<file path="src/rtl/fpu_exp_addsub_pipe.sv">
// fpu_exp_addsub_pipe: pipelined biased-exponent combiner for the FPU.
// Computes e1+e2-BIAS (multiply) or e1-e2+BIAS (divide), flags overflow and
// underflow of the true result, optionally saturates, and carries a tag.
// A single global advance signal moves the whole pipeline or stalls it.
module fpu_exp_addsub_pipe #(
  parameter int EXP_W  = 8,
  parameter int BIAS   = 128,
  parameter int STAGES = 2,
  parameter int SAT    = 0,
  parameter int TAG_W  = 4
) (
  input  logic             CLK,
  input  logic             nRST,
  input  logic             in_valid,
  output logic             in_ready,
  input  logic             op_sub,
  input  logic [EXP_W-1:0] exp1,
  input  logic [EXP_W-1:0] exp2,
  input  logic [TAG_W-1:0] tag_in,
  output logic             out_valid,
  input  logic             out_ready,
  output logic [EXP_W-1:0] sum,
  output logic             ovf,
  output logic             unf,
  output logic [TAG_W-1:0] tag_out,
  input  logic             clr_flags,
  output logic             ovf_sticky,
  output logic             unf_sticky
);

  // Two extra bits: one for the carry out of the add, one for the sign.
  localparam int CW = EXP_W + 2;

  logic signed [CW-1:0] w_e1;
  logic signed [CW-1:0] w_e2;
  logic signed [CW-1:0] w_bias;
  logic signed [CW-1:0] w_max;
  logic signed [CW-1:0] w_t;
  logic                 w_ovf;
  logic                 w_unf;
  logic [EXP_W-1:0]     w_sum;
  logic                 w_adv;
  logic                 w_xfer;

  logic                 r_valid [STAGES];
  logic [EXP_W-1:0]     r_sum   [STAGES];
  logic                 r_ovf   [STAGES];
  logic                 r_unf   [STAGES];
  logic [TAG_W-1:0]     r_tag   [STAGES];
  logic                 r_ovf_sticky;
  logic                 r_unf_sticky;

  assign w_e1   = $signed({2'b00, exp1});
  assign w_e2   = $signed({2'b00, exp2});
  assign w_bias = CW'(BIAS);
  assign w_max  = $signed({2'b00, {EXP_W{1'b1}}});

  // True signed result, range checks and optional saturation of stage-1 data.
  always_comb begin
    w_t   = op_sub ? (w_e1 - w_e2 + w_bias) : (w_e1 + w_e2 - w_bias);
    w_unf = w_t[CW-1];
    w_ovf = !w_unf && (w_t > w_max);
    w_sum = w_t[EXP_W-1:0];
    if (SAT != 0) begin
      if (w_ovf) begin
        w_sum = {EXP_W{1'b1}};
      end else if (w_unf) begin
        w_sum = '0;
      end
    end
  end

  // The pipeline moves only when the last stage is empty or being consumed.
  assign w_adv    = !r_valid[STAGES-1] || out_ready;
  assign in_ready = w_adv;
  assign w_xfer   = r_valid[STAGES-1] && out_ready;

  // Shift all stages together on advance; bubbles travel like real entries.
  always_ff @(posedge CLK or negedge nRST) begin
    if (!nRST) begin
      for (int i = 0; i < STAGES; i++) begin
        r_valid[i] <= 1'b0;
        r_sum[i]   <= '0;
        r_ovf[i]   <= 1'b0;
        r_unf[i]   <= 1'b0;
        r_tag[i]   <= '0;
      end
    end else if (w_adv) begin
      r_valid[0] <= in_valid;
      r_sum[0]   <= w_sum;
      r_ovf[0]   <= w_ovf;
      r_unf[0]   <= w_unf;
      r_tag[0]   <= tag_in;
      for (int i = 1; i < STAGES; i++) begin
        r_valid[i] <= r_valid[i-1];
        r_sum[i]   <= r_sum[i-1];
        r_ovf[i]   <= r_ovf[i-1];
        r_unf[i]   <= r_unf[i-1];
        r_tag[i]   <= r_tag[i-1];
      end
    end
  end

  // Sticky flags accumulate on real transfers only; a set beats a clear.
  always_ff @(posedge CLK or negedge nRST) begin
    if (!nRST) begin
      r_ovf_sticky <= 1'b0;
      r_unf_sticky <= 1'b0;
    end else begin
      if (w_xfer && r_ovf[STAGES-1]) begin
        r_ovf_sticky <= 1'b1;
      end else if (clr_flags) begin
        r_ovf_sticky <= 1'b0;
      end
      if (w_xfer && r_unf[STAGES-1]) begin
        r_unf_sticky <= 1'b1;
      end else if (clr_flags) begin
        r_unf_sticky <= 1'b0;
      end
    end
  end

  assign out_valid  = r_valid[STAGES-1];
  assign sum        = r_sum[STAGES-1];
  assign ovf        = r_ovf[STAGES-1];
  assign unf        = r_unf[STAGES-1];
  assign tag_out    = r_tag[STAGES-1];
  assign ovf_sticky = r_ovf_sticky;
  assign unf_sticky = r_unf_sticky;

endmodule
</file>
<file path="config.mk">
export PLATFORM = sky130hd
export DESIGN_NAME = fpu_exp_addsub_pipe
export DESIGN_NICKNAME = d
export VERILOG_FILES = /design/src/rtl/fpu_exp_addsub_pipe.sv
export SDC_FILE = /design/constraint.sdc
export NUM_CORES = 1
export LEC_CHECK = 0
export CORE_MARGIN = 1
export CORE_UTILIZATION = 30
export DETAILED_ROUTE_END_ITERATION = 8
export SYNTH_ARGS = -nofsm -noshare
export SYNTH_HDL_FRONTEND = slang
export SYNTH_SLANG_ARGS = --single-unit
</file>
<file path="constraint.sdc">
create_clock -name CLK -period 1.17 [get_ports CLK]
set_input_delay 0.234 -clock CLK [delete_from_list [all_inputs] [get_ports CLK]]
set_output_delay 0.234 -clock CLK [all_outputs]
set_load 0.02 [all_outputs]
</file>
==> metrics.txt <==
status=finished, violations left; failing checks=setup timing; core area=roughly 0.0069 mm^2; DR WL/cell=roughly 11 um; die area=0.00764 mm^2; syn avg cell area=8.76 um^2; CP Launch Type=input pin; setup slack after layout=-0.987 ns; H-tree depth=2; WP data required=1.35 ns; largest fanout on the critical path=2; endpoints failing setup=9; Syn Inst Count=250; Worst slew margin=78.9%; Area growth syn-to-layout=57.4%; dpl hpwl=~3.6 mm; post-synthesis sequential area ratio=36.6%; vias in the first global route=1836; # fillers=677; Worst Path Arrival=2.34 ns; commonest non-fill, non-tap cell in the layout=nand2_1; Yosys cell types=42; TNS Setup=-4.84 ns; Design Power=4.17 mW; fin. max-slew vios=0; largest net degree at the start of global routing=33; worst hold path class=input pin to asynchronous set/reset pin; Via-to-Cell Ratio=4.38; starting density of the core=roughly a third; Clk pwr share=21.3%; Final Critical Period=2.16 ns; Post-synth EDFFs=0; crit path kind=input pin to flop; P_int=2.79 mW; total wire length=4.72 mm; Max-Cap Viols=0; Overflow after GRT=0; num ports=44; Period Utilization, post-route=184%; Post-synth ARST share=100%; syn_nets=303; CP Capture Type=flop; via count=1907; # nets final=392; antenna violations before repair=0; layout cells sized above 1=44.2%; DRC=0; DRT iter0 DRCs=115; number of CTS-inserted buffers=5; Slew @ Worst Pin=roughly 0.31 ns; Clock Tree Buf Depth=2; Die Height=87.4 um; TritonCTS clock tree=yes; global-route wire length before repair=8.15 mm; FF+latch count, synth=32; Clk Latency, worst-skew pair=0.27 ns; number of clock sinks=32; commonest non-fill, non-tap cells in the layout=nand2_1 (69), buf_4 (51), dfrtp_1 (31), buf_2 (13), ha_4 (12); main flop type after synthesis=dfrtp_1; area occupied by registers=approximately 800 um^2; root buffer cell=clkbuf_8; share of power burned in combinational logic=between 40% and 50%; PD cells=~1200 mW/mm^2; Clock Skew=roughly 0.0012 ns; Synth Cell Area=roughly 0.0022 mm^2; Antenna Cells=0; # port buffers=between 40 and 50; clock-pin slew on the worst setup and hold paths=about 0.060 ns; number of core rows=30; Switching Fraction=33.1%; static leakage=around 1.7 nW; final hold viol count=0; total track usage=13.4%; Ys Warns=0; gp weighted congestion=0.828; post-route antenna net violation count=0; Reg power frac=35.2%; area occupied by multi-input gates=0.00149 mm^2; die width=87.4 um; fmax=464 MHz; switching pwr=around 1.4 mW; DRT Pass-1 Iters=4; Max VDD drop=roughly 400 uV; RSZ-0062 raised after global routing=yes
==> worst max-delay path, stage by stage <==
cell and delay [ns]:
buf_12 0.11, inv_12 0.04, ha_4 0.11, inv_2 0.04, fa_2 0.40, a211oi_2 0.26
o21bai_1 0.12, a21oi_1 0.14, o21bai_1 0.09, a21oi_1 0.14, ha_1 0.25, o21a_1 0.18
a221oi_2 0.24
==> power by group through the flow <==
stage               clock (mW)  sequential [mW]  combinational (mW)
global route             0.970             1.50                2.01
global placement             0             1.48                1.70
detailed placement           0             1.49                1.72
finish                   0.888             1.47                1.81
CTS                      0.927             1.47                1.78
floorplan                    0             1.52                1.07
==> flip-flops by register name, indices dropped and copies added, names as in the netlist <==
signal,count
out_valid,1
ovf,1
ovf_sticky,1
r_ovf,1
r_sum,8
r_tag,4
r_unf,1
r_valid,1
sum,8
tag_out,4
unf,1
unf_sticky,1
==> layout make-up <==
cell class | count | area share (%)
clock buffer | 7 | 2.79
inverter | 21 | 3.23
multi-input combinational | 178 | 43.1
sequential | 32 | 23.3
tap | 96 | 3.48
timing repair buffer | 101 | 24.1
==> final timing paths <==
check                                       from                     end  slack [ns]  cells past startpoint
min in group CLK                         exp2[0]    r_sum[8]$_DFFE_PN0P_        0.42                      4
max                                      exp1[0]    r_ovf[1]$_DFFE_PN0P_       -0.99                     13
min reg2reg                   sum[2]$_DFFE_PN0P_      sum[2]$_DFFE_PN0P_        0.46                      2
max reg2reg                out_valid$_DFFE_PN0P_   r_sum[15]$_DFFE_PN0P_       -0.24                      6
max in group asynchronous                   nRST   out_valid$_DFFE_PN0P_        0.67                      2
min                                         nRST  tag_out[0]$_DFFE_PN0P_        0.32                      2
==> synth_stat cells, types with 2 or more instances <==
cell type   n  share of area (%)
a21oi_1    10                2.3
nor2_1      7                1.2
fa_1        2                1.8
o21ai_1     4               0.91
a21o_1      5                1.7
a31oi_1     3               0.86
nand3_1     5                1.1
buf_1       2               0.34
ha_1       25                 14
buf_4      12                4.1
dfrtp_1    32                 37
mux2i_1     4                1.8
nor2b_1     3               0.86
buf_2       3               0.69
inv_2       2               0.34
clkbuf_1    2               0.34
nand2_1    69                 12
nand2b_1    2               0.57
xnor2_1     6                2.4
o211ai_1    3                1.0
inv_1      19                3.3
o21a_1      3                1.0
o21ai_0     7                1.6
o21bai_1    2               0.69
==> metrics by stage <==
step	std cells	util (%)	hold slack, ns	setup slack [ns]	instance area, um^2
6_report	435	49.9	0.319	-0.987	3450
5_1_grt	435	49.9	0.327	-1.13	3450
4_1_cts	429	49.5	0.321	-1.00	3420
3_5_place_dp	416	45.9	0.455	-1.78	3170
3_3_place_gp	416	45.9	0.441	-1.74	3170
2_1_floorplan	250	-	-0.0616	-1.01	2390
==> cell families (layout without fill, tap and decap cells) <==
group	Yosys count	after routing	synth area share [%]
and+or+nand+nor	92	92	17.5
AOI/OAI and AO/OA	46	46	14.8
buffers and inverters	40	129	9.09
DFF	32	32	36.6
adders and majority gates	27	27	16.1
xor gates and xnor gates	8	8	3.54
muxes	5	5	2.34
==> per-layer routing <==
layer,GRT usage [%],vias up,wire length [um]
li1,-,991,-
met1,17.8,862,2350
met2,21.9,48,2080
met3,2.56,6,243
met4,4.32,0,43
met5,0,-,0
==> timing repair <==
| item | CTS | global route |
|---|---|---|
| pin swaps | 29 | 34 |
| hold buffers | 0 | 0 |
| gates resized for setup | 121 | 39 |
| endpoints found under the setup margin | 28 | 20 |
| buffers inserted | 6 | 8 |
| endpoints found under the hold margin | 0 | 0 |
(Power assumes the default switching activity.)
